[src/rtl/integ_pkg.sv]
// Shared formats and saturation helper for the integrator output decimator.
package integ_pkg;
  localparam int IN_W     = 22;
  localparam int IN_FRAC  = 20;
  localparam int OUT_W    = 12;
  localparam int OUT_FRAC = 10;

  localparam int SHIFT   = IN_FRAC - OUT_FRAC;
  localparam int RW      = IN_W - SHIFT + 1;
  localparam int RND_OFS = 1 << (SHIFT - 1);

  localparam logic signed [OUT_W-1:0] SAT_MAX = 12'sh7FF;
  localparam logic signed [OUT_W-1:0] SAT_MIN = 12'sh800;

  function automatic logic signed [OUT_W-1:0] sat_out(input logic signed [RW-1:0] r);
    if (r > RW'(SAT_MAX))      return SAT_MAX;
    else if (r < RW'(SAT_MIN)) return SAT_MIN;
    else                       return r[OUT_W-1:0];
  endfunction
endpackage

[src/rtl/integ_fifo.sv]
// Synchronous FIFO; a push while full is dropped unless a pop happens on the same edge.
module integ_fifo #(
  parameter int W     = 12,
  parameter int DEPTH = 4
) (
  input  logic         clk,
  input  logic         reset,
  input  logic         push,
  input  logic         pop,
  input  logic [W-1:0] din,
  output logic         full,
  output logic         empty,
  output logic [W-1:0] dout
);
  localparam int PW = $clog2(DEPTH);
  localparam int CW = $clog2(DEPTH + 1);

  logic [W-1:0]  mem [DEPTH];
  logic [PW-1:0] wr_ptr, rd_ptr;
  logic [CW-1:0] count;
  logic          do_push, do_pop;

  always_comb begin
    empty   = (count == '0);
    full    = (count == CW'(DEPTH));
    do_pop  = pop & ~empty;
    do_push = push & (~full | do_pop);
    dout    = empty ? '0 : mem[rd_ptr];
  end

  always_ff @(posedge clk or negedge reset) begin
    if (!reset) begin
      wr_ptr <= '0;
      rd_ptr <= '0;
      count  <= '0;
    end else begin
      if (do_push) wr_ptr <= wr_ptr + PW'(1);
      if (do_pop)  rd_ptr <= rd_ptr + PW'(1);
      count <= count + CW'(do_push) - CW'(do_pop);
    end
  end

  always_ff @(posedge clk) begin
    if (do_push) mem[wr_ptr] <= din;
  end
endmodule

[src/rtl/integ_out_decimator.sv]
// Averages N integrator samples, rounds/saturates to sfix12_En10 and queues results.
module integ_out_decimator
  import integ_pkg::*;
#(
  parameter int DEC_LOG2   = 2,
  parameter int FIFO_DEPTH = 4
) (
  input  logic                    clk,
  input  logic                    reset,
  input  logic                    in_valid,
  input  logic signed [IN_W-1:0]  in_data,
  input  logic                    flush,
  input  logic                    out_ready,
  output logic                    out_valid,
  output logic signed [OUT_W-1:0] out_data,
  output logic                    ovf,
  input  logic                    ovf_clr
);
  localparam int ACC_W = IN_W + DEC_LOG2;
  localparam int HALF  = 1 << (DEC_LOG2 - 1);

  logic signed [ACC_W-1:0]  acc, in_ext, sum, sum_rnd;
  logic [DEC_LOG2-1:0]      cnt;
  logic signed [IN_W-1:0]   avg;
  logic signed [IN_W:0]     avg_rnd;
  logic signed [RW-1:0]     r_wide;
  logic signed [OUT_W-1:0]  res;
  logic                     accept, last, full, empty, pop, drop;

  // ACC_W is exactly wide enough for N full-scale samples plus the rounding half.
  always_comb begin
    accept  = in_valid & ~flush;
    last    = accept & (cnt == '1);
    in_ext  = ACC_W'(in_data);
    sum     = acc + in_ext;
    sum_rnd = sum + ACC_W'(HALF);
    avg     = sum_rnd[ACC_W-1:DEC_LOG2];
    avg_rnd = (IN_W+1)'(avg) + (IN_W+1)'(RND_OFS);
    r_wide  = avg_rnd[IN_W:SHIFT];
    res     = sat_out(r_wide);
    pop     = out_ready & ~empty;
    drop    = last & full & ~pop;
    out_valid = ~empty;
  end

  always_ff @(posedge clk or negedge reset) begin
    if (!reset) begin
      acc <= '0;
      cnt <= '0;
    end else if (flush) begin
      acc <= '0;
      cnt <= '0;
    end else if (accept) begin
      acc <= last ? '0 : sum;
      cnt <= cnt + DEC_LOG2'(1);
    end
  end

  // A drop on the same edge as ovf_clr keeps the flag set.
  always_ff @(posedge clk or negedge reset) begin
    if (!reset)       ovf <= 1'b0;
    else if (drop)    ovf <= 1'b1;
    else if (ovf_clr) ovf <= 1'b0;
  end

  integ_fifo #(.W(OUT_W), .DEPTH(FIFO_DEPTH)) u_fifo (
    .clk   (clk),
    .reset (reset),
    .push  (last),
    .pop   (pop),
    .din   (res),
    .full  (full),
    .empty (empty),
    .dout  (out_data)
  );
endmodule

[config.mk]
export PLATFORM = sky130hd
export DESIGN_NAME = integ_out_decimator
export DESIGN_NICKNAME = d
export VERILOG_FILES = /design/src/rtl/integ_pkg.sv /design/src/rtl/integ_fifo.sv /design/src/rtl/integ_out_decimator.sv
export SDC_FILE = /design/constraint.sdc
export NUM_CORES = 1
export LEC_CHECK = 0
export ABC_AREA = 0
export CORE_ASPECT_RATIO = 1.75
export CORE_UTILIZATION = 60
export CTS_CLUSTER_DIAMETER = 40
export DETAILED_ROUTE_END_ITERATION = 10
export GPL_TIMING_DRIVEN = 0
export PLACE_DENSITY = 0.87
export SKIP_CTS_REPAIR_TIMING = 1
export SLEW_MARGIN = 15
export SYNTH_ARGS = -nofsm -noshare
export SYNTH_HDL_FRONTEND = slang
export SYNTH_HIERARCHICAL = 1
export SYNTH_SLANG_ARGS = --single-unit
[constraint.sdc]
create_clock -name clk -period 11.59 [get_ports clk]
set_input_delay 1.7385 -clock clk [delete_from_list [all_inputs] [get_ports clk]]
set_output_delay 1.7385 -clock clk [all_outputs]
set_load 0.02 [all_outputs]
==> metrics.cfg, run 1 <==
[outcome]
status = finished clean

[worst_setup_path]
rr_endpoint = u_fifo/mem[3][2]$_DFFE_PP_
crit_fanout = 7
reg2reg_depth = 12
required_ns = 11.62
crit_arrival_ns = 6.15
r2r-start = acc[0]$_DFFE_PN0P_
rrSetupSlack_ns = 6.90
worstSetupPathType = in -> reg
endpoint_kind = flip-flop
start_kind = input pin

[synth]
ys_ff_latch = 82
synth.net_count = 555
ys_async_sr_fraction_pct = 41.5
netlist_area_um2 = 5430
synth-edff-count = 48
avgSynthCellArea_um2 = 11.0
seq_area_frac_synth_pct = 42.2
yosysWarnings = 6
synth_cell_types = 75
synth_ff_type = edfxtp_1
syn-instance-count = 495

[sta]
finalCriticalPeriod_ns = 6.13
fmax_ghz = 0.163
finalHoldViolations = 0
rsz0062_at_grt = false
drv_slew = 0
setup_slack_ns = 5.46
hold_ws_ns = 0.497
fin_crit_sh_pct = 52.9
finalSetupTns_ns = 0
worst_slew_pin_slew_ns = 0.780
setup-violations-final = 0
finClkSkew_ns = 0.00607
relSlewSlack_pct = 47.9

[drt]
vias_per_cell = 6.32
route.detailed.drc = 0
first_pass_iters = 7
vias = 4235
routedWlPerCell_um = 18.3
routed_wl_um = 12200
drt_iter0_drc = 278
drtAntennaViolNets = 0

[die]
start_util_pct = 62.2
num_rows = 45
ioPinCount = 42
die_h_um = 128
die-area_um2 = 9440
core_region_area_um2 = 8730
die-width_um = 73.9

[final_layout]
area_growth_pct = 16.2
final_util_pct = 72.2
nFillCells = 637
drive_above_1_share_pct = 12.7
fin_nets = 608
fin_cells = 670
antenna_cells = 0
fin_area_um2 = 6300

[placed_design]
dp_cells = 654
hpwl_um = 9410
placed_area_um2 = 6000
place.port_buffers = 41
dp_slack_ns = 5.20
finalWeightedCongestion = 0.964

[cts]
h-tree-depth = 3
numCtsBuffers = 9
cts.path.max_buffers = 2
clkTransAtPathRegs_ns = 0.06
cts_tree = yes
clock_latency_ns = 0.34
cts_num_sinks = 82
cts_root_buffer = clkbuf_16

[grt]
met3_usage_pct = 5.58
track_usage_pct = 28.8
grtUsageMet1_pct = 28.7
grt_pass1_vias = 4368
antenna_found_initial = 0
grt_max_degree = 30
top_usage_layer = met2
grt_first_pass_wirelength_um = 20400
use_met2_pct = 51.8
overflow = 0

[pwr]
ir_worst_vdd_mv = 0.100
p_leak_nw = 2.46
p_total_mw = 1.24
powerDensity_nw_per_um2 = 197

[worst_hold_path]
hold_path.class = reg -> reg
hold_depth = 2
holdPathEnd = acc[21]$_DFFE_PN0P_
min_from = acc[21]$_DFFE_PN0P_

[flow_run]
maxCapViolations = 0

## cells in the mapped netlist, types with 14 or more instances
cell       n  area [um^2]
nand2_1   28          105
a22o_1    18          158
nor2b_1   19          119
nand4_1   14         87.6
inv_1     14         52.6
nor2_1    27          101
edfxtp_1  48         1440
a21oi_1   24          120
ha_1      30          375
o21ai_0   30          150
dfrtp_1   34          851
xnor2_1   19          166
## registers in the layout, indices dropped and copies added (netlist names)
name,cells
u_fifo/wr_ptr,2
ovf,1
u_fifo/mem,48
u_fifo/count,3
cnt,2
u_fifo/rd_ptr,2
acc,24
## layout make-up
type	count	area, um^2	area share (%)
clock inverters	5	62.6	0.992
multi-input cells	378	2980	47.2
plain buffers	21	105	1.67
well taps	117	146	2.32
clock buffers	11	243	3.85
flip-flops and latches	82	2290	36.4
inverters	14	52.6	0.834
repair buffers	42	425	6.75
## cells by family after synthesis
kind of cell / after synthesis / synth area share, %
buf+inv: 35 / 2.91
flops: 82 / 42.2
simple gates: 157 / 17.0
compound gates: 137 / 18.4
xor+xnor: 32 / 5.30
fa+ha+maj: 33 / 7.84
mux: 19 / 6.39
## placed cells by master (no fill, tap or decap), types with 18 or more instances in the layout
cell	count
nor2_1	27
dfrtp_1	34
a22o_1	18
a21oi_1	24
ha_1	30
edfxtp_1	48
o21ai_0	30
clkdlybuf4s50_1	40
nor2b_1	19
nand2_1	28
xnor2_1	19
## worst max-delay path: stages
cell and delay, ns:
clkdlybuf4s50_1 0.40, ha_1 0.24, fa_1 0.42, a211oi_2 0.36
o21ai_2 0.19, a221oi_2 0.35, o21bai_1 0.13, xor2_1 0.53
nand4_2 0.33, nor4_2 0.42, o21ai_1 0.19, nor4_2 0.56
o211ai_1 0.28
## routing by layer
layer | wire length [um] | part of all wire, %
met5 | 0 | 0
met4 | 598 | 4.9
met3 | 457 | 3.7
met2 | 6860 | 56
met1 | 4310 | 35
## power by group
part | switching, mW | total (mW) | leakage [nW] | internal [mW]
clock network | 0.112 | 0.286 | 0.142 | 0.174
logic | 0.324 | 0.572 | 1.45 | 0.248
registers | 0.0206 | 0.383 | 0.871 | 0.363
## worst max-delay path by stage
stage	end	startpoint	slack [ns]
final	u_fifo/mem[3][2]$_DFFE_PP_	in_data[0]	5.46
after global routing	u_fifo/mem[3][2]$_DFFE_PP_	in_data[0]	5.21
after CTS	u_fifo/mem[3][2]$_DFFE_PP_	in_data[0]	5.51
after detailed placement	u_fifo/mem[1][2]$_DFFE_PP_	in_data[0]	5.20
after global placement	u_fifo/mem[0][2]$_DFFE_PP_	in_data[0]	5.20
after floorplan	u_fifo/mem[0][2]$_DFFE_PP_	in_data[0]	6.40
Note: power is estimated with default switching activity, not from simulation.
==> run 2, diff against run 1 <==
--- a/config.mk
+++ b/config.mk
@@ -7,11 +7,11 @@
 export LEC_CHECK = 0
 export ABC_AREA = 0
 export CORE_ASPECT_RATIO = 1.75
-export CORE_UTILIZATION = 60
+export CORE_UTILIZATION = 59
 export CTS_CLUSTER_DIAMETER = 40
 export DETAILED_ROUTE_END_ITERATION = 10
 export GPL_TIMING_DRIVEN = 0
-export PLACE_DENSITY = 0.87
+export PLACE_DENSITY = 0.85
 export SKIP_CTS_REPAIR_TIMING = 1
 export SLEW_MARGIN = 15
 export SYNTH_ARGS = -nofsm -noshare
==> constraint.sdc (replaced) <==
create_clock -name clk -period 5.9 [get_ports clk]
set_input_delay 0.885 -clock clk [delete_from_list [all_inputs] [get_ports clk]]
set_output_delay 0.885 -clock clk [all_outputs]
set_load 0.02 [all_outputs]
==> run 2 against run 1 <==
Count of clock-buffer cells in the layout decreased by 1; clock power up 92%; first-iteration DRC count decreased by 9.7%; utilization is 2.1 points lower; setup slack lost 4.9 ns; cell area is essentially flat; combinational power rose by 98%; non-clock buffer count stayed put; largest cell class unchanged; sequential power up 96%; wire length is 0.14% higher; worst hold slack worse by 0.0045 ns.
==> metrics.cfg, run 2 (synthesis results as in run 1) <==
[outcome]
status = finished clean

[sta]
fin_crit_sh_pct = 90.8
setup_slack_ns = 0.544  ; -4.92 ns
drv_slew = 0  ; unchanged
finalSetupTns_ns = 0  ; unchanged
relSlewSlack_pct = 47.8  ; -0.11 points
finalCriticalPeriod_ns = 5.36
fmax_ghz = 0.187
finalHoldViolations = 0  ; unchanged
finClkSkew_ns = 0.00919  ; +0.00312 ns
rsz0062_at_grt = false
worst_slew_pin_slew_ns = 0.782  ; +0.00170 ns
setup-violations-final = 0  ; unchanged

[grt]
track_usage_pct = 27.9  ; -0.92 points
grt_first_pass_wirelength_um = 20000  ; -1.7%
antenna_found_initial = 0  ; unchanged
overflow = 0  ; unchanged
grt_max_degree = 35  ; +17%
grt_pass1_vias = 4248  ; -2.7%

[placed_design]
placed_area_um2 = 6000  ; about the same
finalWeightedCongestion = 0.997  ; +3.5%
dp_slack_ns = 0.340  ; -4.86 ns
place.port_buffers = 41  ; unchanged
hpwl_um = 9530  ; +1.2%
dp_cells = 657  ; +0.46%

[pwr]
p_seq_share_pct = 30.9  ; about the same
ir_worst_vdd_mv = 0.169  ; +68%
sw_frac_of_total_pct = 37.6  ; +0.82 points
p_leak_nw = 2.47  ; +0.12%
p_int_mw = 1.51  ; +93%
p_total_mw = 2.42  ; +95%
combPwrFrac_pct = 46.4  ; +0.3 points
powerDensity_nw_per_um2 = 385  ; +96%
pwr-share-clk_pct = 22.6  ; -0.4 points
power.switching_mw = 0.911  ; +100%

[worst_setup_path]
crit_path_top_delay_cell = nor4_2
crit_arrival_ns = 5.38  ; -0.77 ns
cp_cell_sequence = clkdlybuf4s50_1, ha_1, fa_1, a211oi_2, o21ai_2, a221oi_2, o21bai_1, xor2_1, nand4_2, nor4_2, o21ai_1, nor4_2, o211ai_1
slowest_delay_ns = 0.55  ; about the same
endpoint_kind = flip-flop
crit_fanout = 7  ; unchanged
required_ns = 5.92  ; -5.70 ns
start_kind = input pin
worstSetupPathType = in -> reg
path_common_cell = nor4_2

[die]
die-area_um2 = 9600  ; +1.7%
core_region_area_um2 = 8980  ; +2.9%
start_util_pct = 60.4  ; -1.7 points
die-width_um = 74.5  ; +0.82%
num_rows = 46  ; +2.2%
ioPinCount = 42  ; unchanged
die_h_um = 129  ; +0.83%

[drt]
route.detailed.drc = 0  ; unchanged
routedWlPerCell_um = 18.2  ; -0.31%
vias = 4177  ; -1.4%
drtAntennaViolNets = 0  ; unchanged
routed_wl_um = 12200  ; +0.14%
vias_per_cell = 6.21  ; -1.8%
drt_iter0_drc = 251  ; -9.7%
first_pass_iters = 5  ; -2

[final_layout]
antenna_cells = 0  ; unchanged
layout_commonest_cell = edfxtp_1
top_regs = u_fifo/mem (48), acc (24), u_fifo/count (3)
largest_reg_flops = 48  ; unchanged
area_growth_pct = 16.0  ; about the same
fin_cells = 673  ; +0.45%
nFillCells = 705  ; +11%
drive_above_1_share_pct = 12.8  ; +0.18 points
fin_area_um2 = 6300  ; about the same
largest-register = u_fifo/mem
fin_nets = 608  ; unchanged
layout_common_cells = edfxtp_1 (48), clkdlybuf4s50_1 (40), dfrtp_1 (34), o21ai_0 (30), ha_1 (30)

[worst_hold_path]
hold_path.class = reg -> reg

[cts]
numCtsBuffers = 9  ; unchanged
clock_latency_ns = 0.34  ; about the same
clkTransAtPathRegs_ns = 0.07  ; about the same
cts_tree = yes
cts_root_buffer = clkbuf_16
cts_num_sinks = 82  ; unchanged
h-tree-depth = 3  ; unchanged
cts.path.max_buffers = 2  ; unchanged

[flow_run]
maxCapViolations = 0  ; unchanged

==> run 2: changes by cell type in the layout (fill, tap and decap cells not counted), sizes merged <==
cell	previous run	this run
inv	15	18
bufinv	1	0
clkbuf	22	21
clkinvlp	2	1
==> run 2: final timing paths <==
check	startpoint	to	slack (ns)	depth (start not counted)
min	acc[20]$_DFFE_PN0P_	acc[20]$_DFFE_PN0P_	0.49	2
max in group asynchronous	reset	u_fifo/rd_ptr[1]$_DFFE_PN0N_	5.20	2
max reg2reg	acc[0]$_DFFE_PN0P_	u_fifo/mem[0][2]$_DFFE_PP_	1.12	12
min in group asynchronous	reset	acc[16]$_DFFE_PN0P_	0.50	2
min reg2reg	acc[20]$_DFFE_PN0P_	acc[20]$_DFFE_PN0P_	0.49	2
max	in_data[0]	u_fifo/mem[0][2]$_DFFE_PP_	0.54	13
==> run 2: per-stage QoR <==
stage | util (%) | hold slack, ns
global route | 70.1 | 0.503
global placement | 66.7 | 0.471
CTS | 70.1 | 0.499
finish | 70.1 | 0.493
detailed placement | 66.8 | 0.484
floorplan | - | 0.454
==> run 2: power by group through the flow <==
stage	Clock (mW)	Combinational [mW]	Sequential (mW)
2_1_floorplan	0	0.807	0.749
3_3_place_gp	0	1.08	0.758
3_5_place_dp	0	1.12	0.761
4_1_cts	0.555	1.13	0.750
5_1_grt	0.580	1.23	0.757
6_report	0.549	1.13	0.750
==> run 2: final cells by class <==
class	instances	area (um^2)	share of cell area [%]
well taps	120	150	2.38
clock inverters	6	45.0	0.715
plain buffers	21	105	1.67
flip-flops and latches	82	2290	36.4
multi-input cells	378	2980	47.3
repair buffers	42	425	6.76
inverters	14	52.6	0.834
clock buffers	10	250	3.97
==> run 2: worst max-delay path: cells and delay by family <==
kind,cells,cell delay [ns]
compound gates,6,1.51
fa+ha+maj,2,0.67
simple gates,3,1.39
xor+xnor,1,0.52
buf+inv,1,0.40
==> run 2: per-layer routing <==
| metal | share of wire, % | wire [um] | global-route usage [%] | vias up |
|---|---|---|---|---|
| met4 | 3.0 | 364 | 15.4 | 0 |
| li1 | - | - | - | 2018 |
| met3 | 2.3 | 285 | 3.84 | 26 |
| met2 | 58 | 7070 | 52.0 | 94 |
| met1 | 37 | 4530 | 28.6 | 2039 |
| met5 | 0 | 0 | 0 | - |
==> run 3, diff against run 2 <==
--- a/config.mk
+++ b/config.mk
@@ -11,10 +11,9 @@
 export CTS_CLUSTER_DIAMETER = 40
 export DETAILED_ROUTE_END_ITERATION = 10
 export GPL_TIMING_DRIVEN = 0
-export PLACE_DENSITY = 0.85
+export PLACE_DENSITY = 0.86
 export SKIP_CTS_REPAIR_TIMING = 1
 export SLEW_MARGIN = 15
 export SYNTH_ARGS = -nofsm -noshare
 export SYNTH_HDL_FRONTEND = slang
-export SYNTH_HIERARCHICAL = 1
 export SYNTH_SLANG_ARGS = --single-unit
==> run 3 against run 2 <==
Final cell count down 4.0%; setup slack better by 0.52 ns; sequential share of layout area up 1.4 points; via count down 1.4%; combinational power down 9%; wire length down 6.2%; clock skew down 0.00069 ns; synthesized area down 3.6%; critical path depth up 1; global-route usage down 0.88 points; first-iteration DRC count up 2.4%; critical path type unchanged; largest power group unchanged.
==> metrics.cfg, run 3 <==
[outcome]
status = finished clean

[cts]
cts.path.max_buffers = 2  ; unchanged
numCtsBuffers = 9  ; unchanged
h-tree-depth = 3  ; unchanged
cts_num_sinks = 82  ; unchanged
cts_tree = yes
cts_root_buffer = clkbuf_16
clkTransAtPathRegs_ns = 0.06  ; about the same
clock_latency_ns = 0.34  ; about the same

[worst_hold_path]
hold_depth = 2  ; unchanged
holdPathEnd = acc[7]$_DFFE_PN0P_
min_from = acc[7]$_DFFE_PN0P_
hold_path.class = reg -> reg

[sta]
fmax_ghz = 0.207  ; +11%
finClkSkew_ns = 0.00851  ; -0.000688 ns
rsz0062_at_grt = false
fin_crit_sh_pct = 82.0  ; -8.8 points
relSlewSlack_pct = 46.0  ; -1.7 points
setup-violations-final = 0  ; unchanged
finalHoldViolations = 0  ; unchanged
hold_ws_ns = 0.493  ; +0.000759 ns
setup_slack_ns = 1.06  ; +0.517 ns
worst_slew_pin_slew_ns = 0.810  ; +0.0278 ns
drv_slew = 0  ; unchanged
finalCriticalPeriod_ns = 4.84  ; -0.517 ns
finalSetupTns_ns = 0  ; unchanged

[pwr]
p_seq_share_pct = 32.6  ; +1.7 points
p_leak_nw = 2.31  ; -6.4%
combPwrFrac_pct = 45.4  ; -1.0 points
ir_worst_vdd_mv = 0.180  ; +6.5%
pwr-share-clk_pct = 22.0  ; -0.6 points
powerDensity_nw_per_um2 = 375  ; -2.5%
sw_frac_of_total_pct = 36.7  ; -0.87 points
p_total_mw = 2.28  ; -6.0%
power.switching_mw = 0.837  ; -8.2%
p_int_mw = 1.44  ; -4.7%

[die]
die_h_um = 127  ; -1.8%
die-area_um2 = 9260  ; -3.6%
ioPinCount = 42  ; unchanged
core_region_area_um2 = 8610  ; -4.1%
die-width_um = 73.2  ; -1.8%
start_util_pct = 60.7  ; +0.26 points
num_rows = 45  ; -2.2%

[worst_setup_path]
crit_arrival_ns = 4.96  ; -0.42 ns
start_kind = input pin
worstSetupPathType = in -> reg
endpoint_kind = flip-flop
crit_fanout = 10  ; +3
rr_endpoint = u_fifo.mem[0][7]$_DFFE_PP_
r2r-start = acc[0]$_DFFE_PN0P_
rrSetupSlack_ns = 1.65  ; +0.53 ns
reg2reg_depth = 13  ; +1
required_ns = 6.02  ; +0.10 ns

[final_layout]
top_regs = u_fifo.mem (48), acc (24), u_fifo.count (3)
largest-register = u_fifo.mem
antenna_cells = 0  ; unchanged
largest_reg_flops = 48  ; unchanged
drive_above_1_share_pct = 11.3  ; -1.5 points
layout_commonest_cell = edfxtp_1
area_growth_pct = 16.1  ; about the same
nFillCells = 657  ; -6.8%
layout_common_cells = edfxtp_1 (48), nand2_1 (42), clkdlybuf4s50_1 (40), dfrtp_1 (34), ha_1 (31)
fin_nets = 585  ; -3.8%

[synth]
syn-instance-count = 471  ; -4.8%
seq_area_frac_synth_pct = 43.8  ; +1.6 points
ys_ff_latch = 82  ; unchanged
synth_ff_type = edfxtp_1
ys_top_cells_by_count = edfxtp_1 (48), nand2_1 (42), dfrtp_1 (34)
post-synth-top-count-cell = edfxtp_1
avgSynthCellArea_um2 = 11.1  ; +1.3%
yosysTopAreaCellShare_pct = 27.6  ; +1.0 points
synthTopCellsByArea = edfxtp_1 (28%), dfrtp_1 (16%), ha_1 (7.4%)
ys_async_sr_fraction_pct = 41.5  ; unchanged
synth_cell_types = 73  ; -2.7%
yosysWarnings = 0  ; -6
synth.net_count = 532  ; -4.1%
netlist_area_um2 = 5230  ; -3.6%
synth-edff-count = 48  ; unchanged
yosysTopAreaCell = edfxtp_1

[grt]
grt_pass1_vias = 4080  ; -4.0%
grt_max_degree = 20  ; -43%
track_usage_pct = 27.0  ; -0.88 points
antenna_found_initial = 0  ; unchanged
overflow = 0  ; unchanged
grt_first_pass_wirelength_um = 18900  ; -5.4%

[placed_design]
place.port_buffers = 41  ; unchanged
dp_slack_ns = 0.870  ; +0.529 ns
hpwl_um = 8730  ; -8.4%
finalWeightedCongestion = 0.946  ; -5.1%

[drt]
first_pass_iters = 5  ; unchanged
drt_iter0_drc = 257  ; +2.4%
drtAntennaViolNets = 0  ; unchanged
routedWlPerCell_um = 17.8  ; -2.2%
route.detailed.drc = 0  ; unchanged
vias = 4117  ; -1.4%
vias_per_cell = 6.37  ; +2.7%
routed_wl_um = 11500  ; -6.2%

[flow_run]
maxCapViolations = 0  ; unchanged

## run 3: power by group through the flow
stage	Sequential (mW)	Clock, mW	Combinational [mW]
2_1_floorplan	0.741	0	0.733
3_3_place_gp	0.748	0	0.985
3_5_place_dp	0.752	0	1.02
4_1_cts	0.741	0.504	1.03
5_1_grt	0.747	0.526	1.13
6_report	0.742	0.502	1.03
## run 3: cell type report
type	instances	area, um^2	share of cell area (%)
clock buffer	11	233	3.83
clock inverter	5	31.3	0.515
sequential	82	2290	37.7
inverter	13	48.8	0.804
tap	117	146	2.41
multi-input combinational	360	2810	46.2
timing repair buffer	42	433	7.13
buffer	16	80.1	1.32
## run 3: per-layer routing
layer	vias to the layer above	part of all wire [%]	track usage, %
met3	56	4.2	4.45
met1	2003	36	28.0
met2	162	55	49.2
met4	0	4.9	15.7
li1	1896	-	-
met5	-	0	0
## run 3: kinds of logic after synthesis
logic type	share of synthesized area (%)
xor+xnor	6.80
flops	43.8
compound gates	18.3
mux	5.74
simple gates	14.6
fa+ha+maj	8.18
buf+inv	2.46
## run 3: worst max path at each step
stage,from,endpoint,slack [ns],cells after the start
3_3_place_gp,in_data[0],u_fifo.mem[0][0]$_DFFE_PP_,0.93,14
2_1_floorplan,in_data[0],u_fifo.mem[0][0]$_DFFE_PP_,1.81,15
3_5_place_dp,in_data[0],u_fifo.mem[1][0]$_DFFE_PP_,0.87,14
4_1_cts,in_data[0],u_fifo.mem[0][0]$_DFFE_PP_,1.16,14
5_1_grt,in_data[0],u_fifo.mem[2][7]$_DFFE_PP_,0.87,14
6_report,in_data[0],u_fifo.mem[0][7]$_DFFE_PP_,1.06,14
## run 3: worst max-delay path: stages
cell             delay, ns
clkdlybuf4s50_1       0.41
ha_1                  0.24
fa_1                  0.43
a211oi_1              0.39
o21ai_2               0.21
a21boi_0              0.27
xnor2_1               0.24
nand4bb_1             0.16
buf_6                 0.17
nor3_4                0.35
xor2_2                0.16
nor3_1                0.41
a41oi_4               0.27
o21ai_1               0.36
## run 3: per-stage QoR
| stage | cells | instance area, um^2 | util [%] |
|---|---|---|---|
| 6_report | 646 | 6070 | 70.5 |
| 5_1_grt | 646 | 6070 | 70.5 |
| 4_1_cts | 646 | 6070 | 70.5 |
| 3_5_place_dp | 630 | 5810 | 67.4 |
| 3_3_place_gp | 629 | 5790 | 67.2 |
| 2_1_floorplan | 471 | 5230 | - |
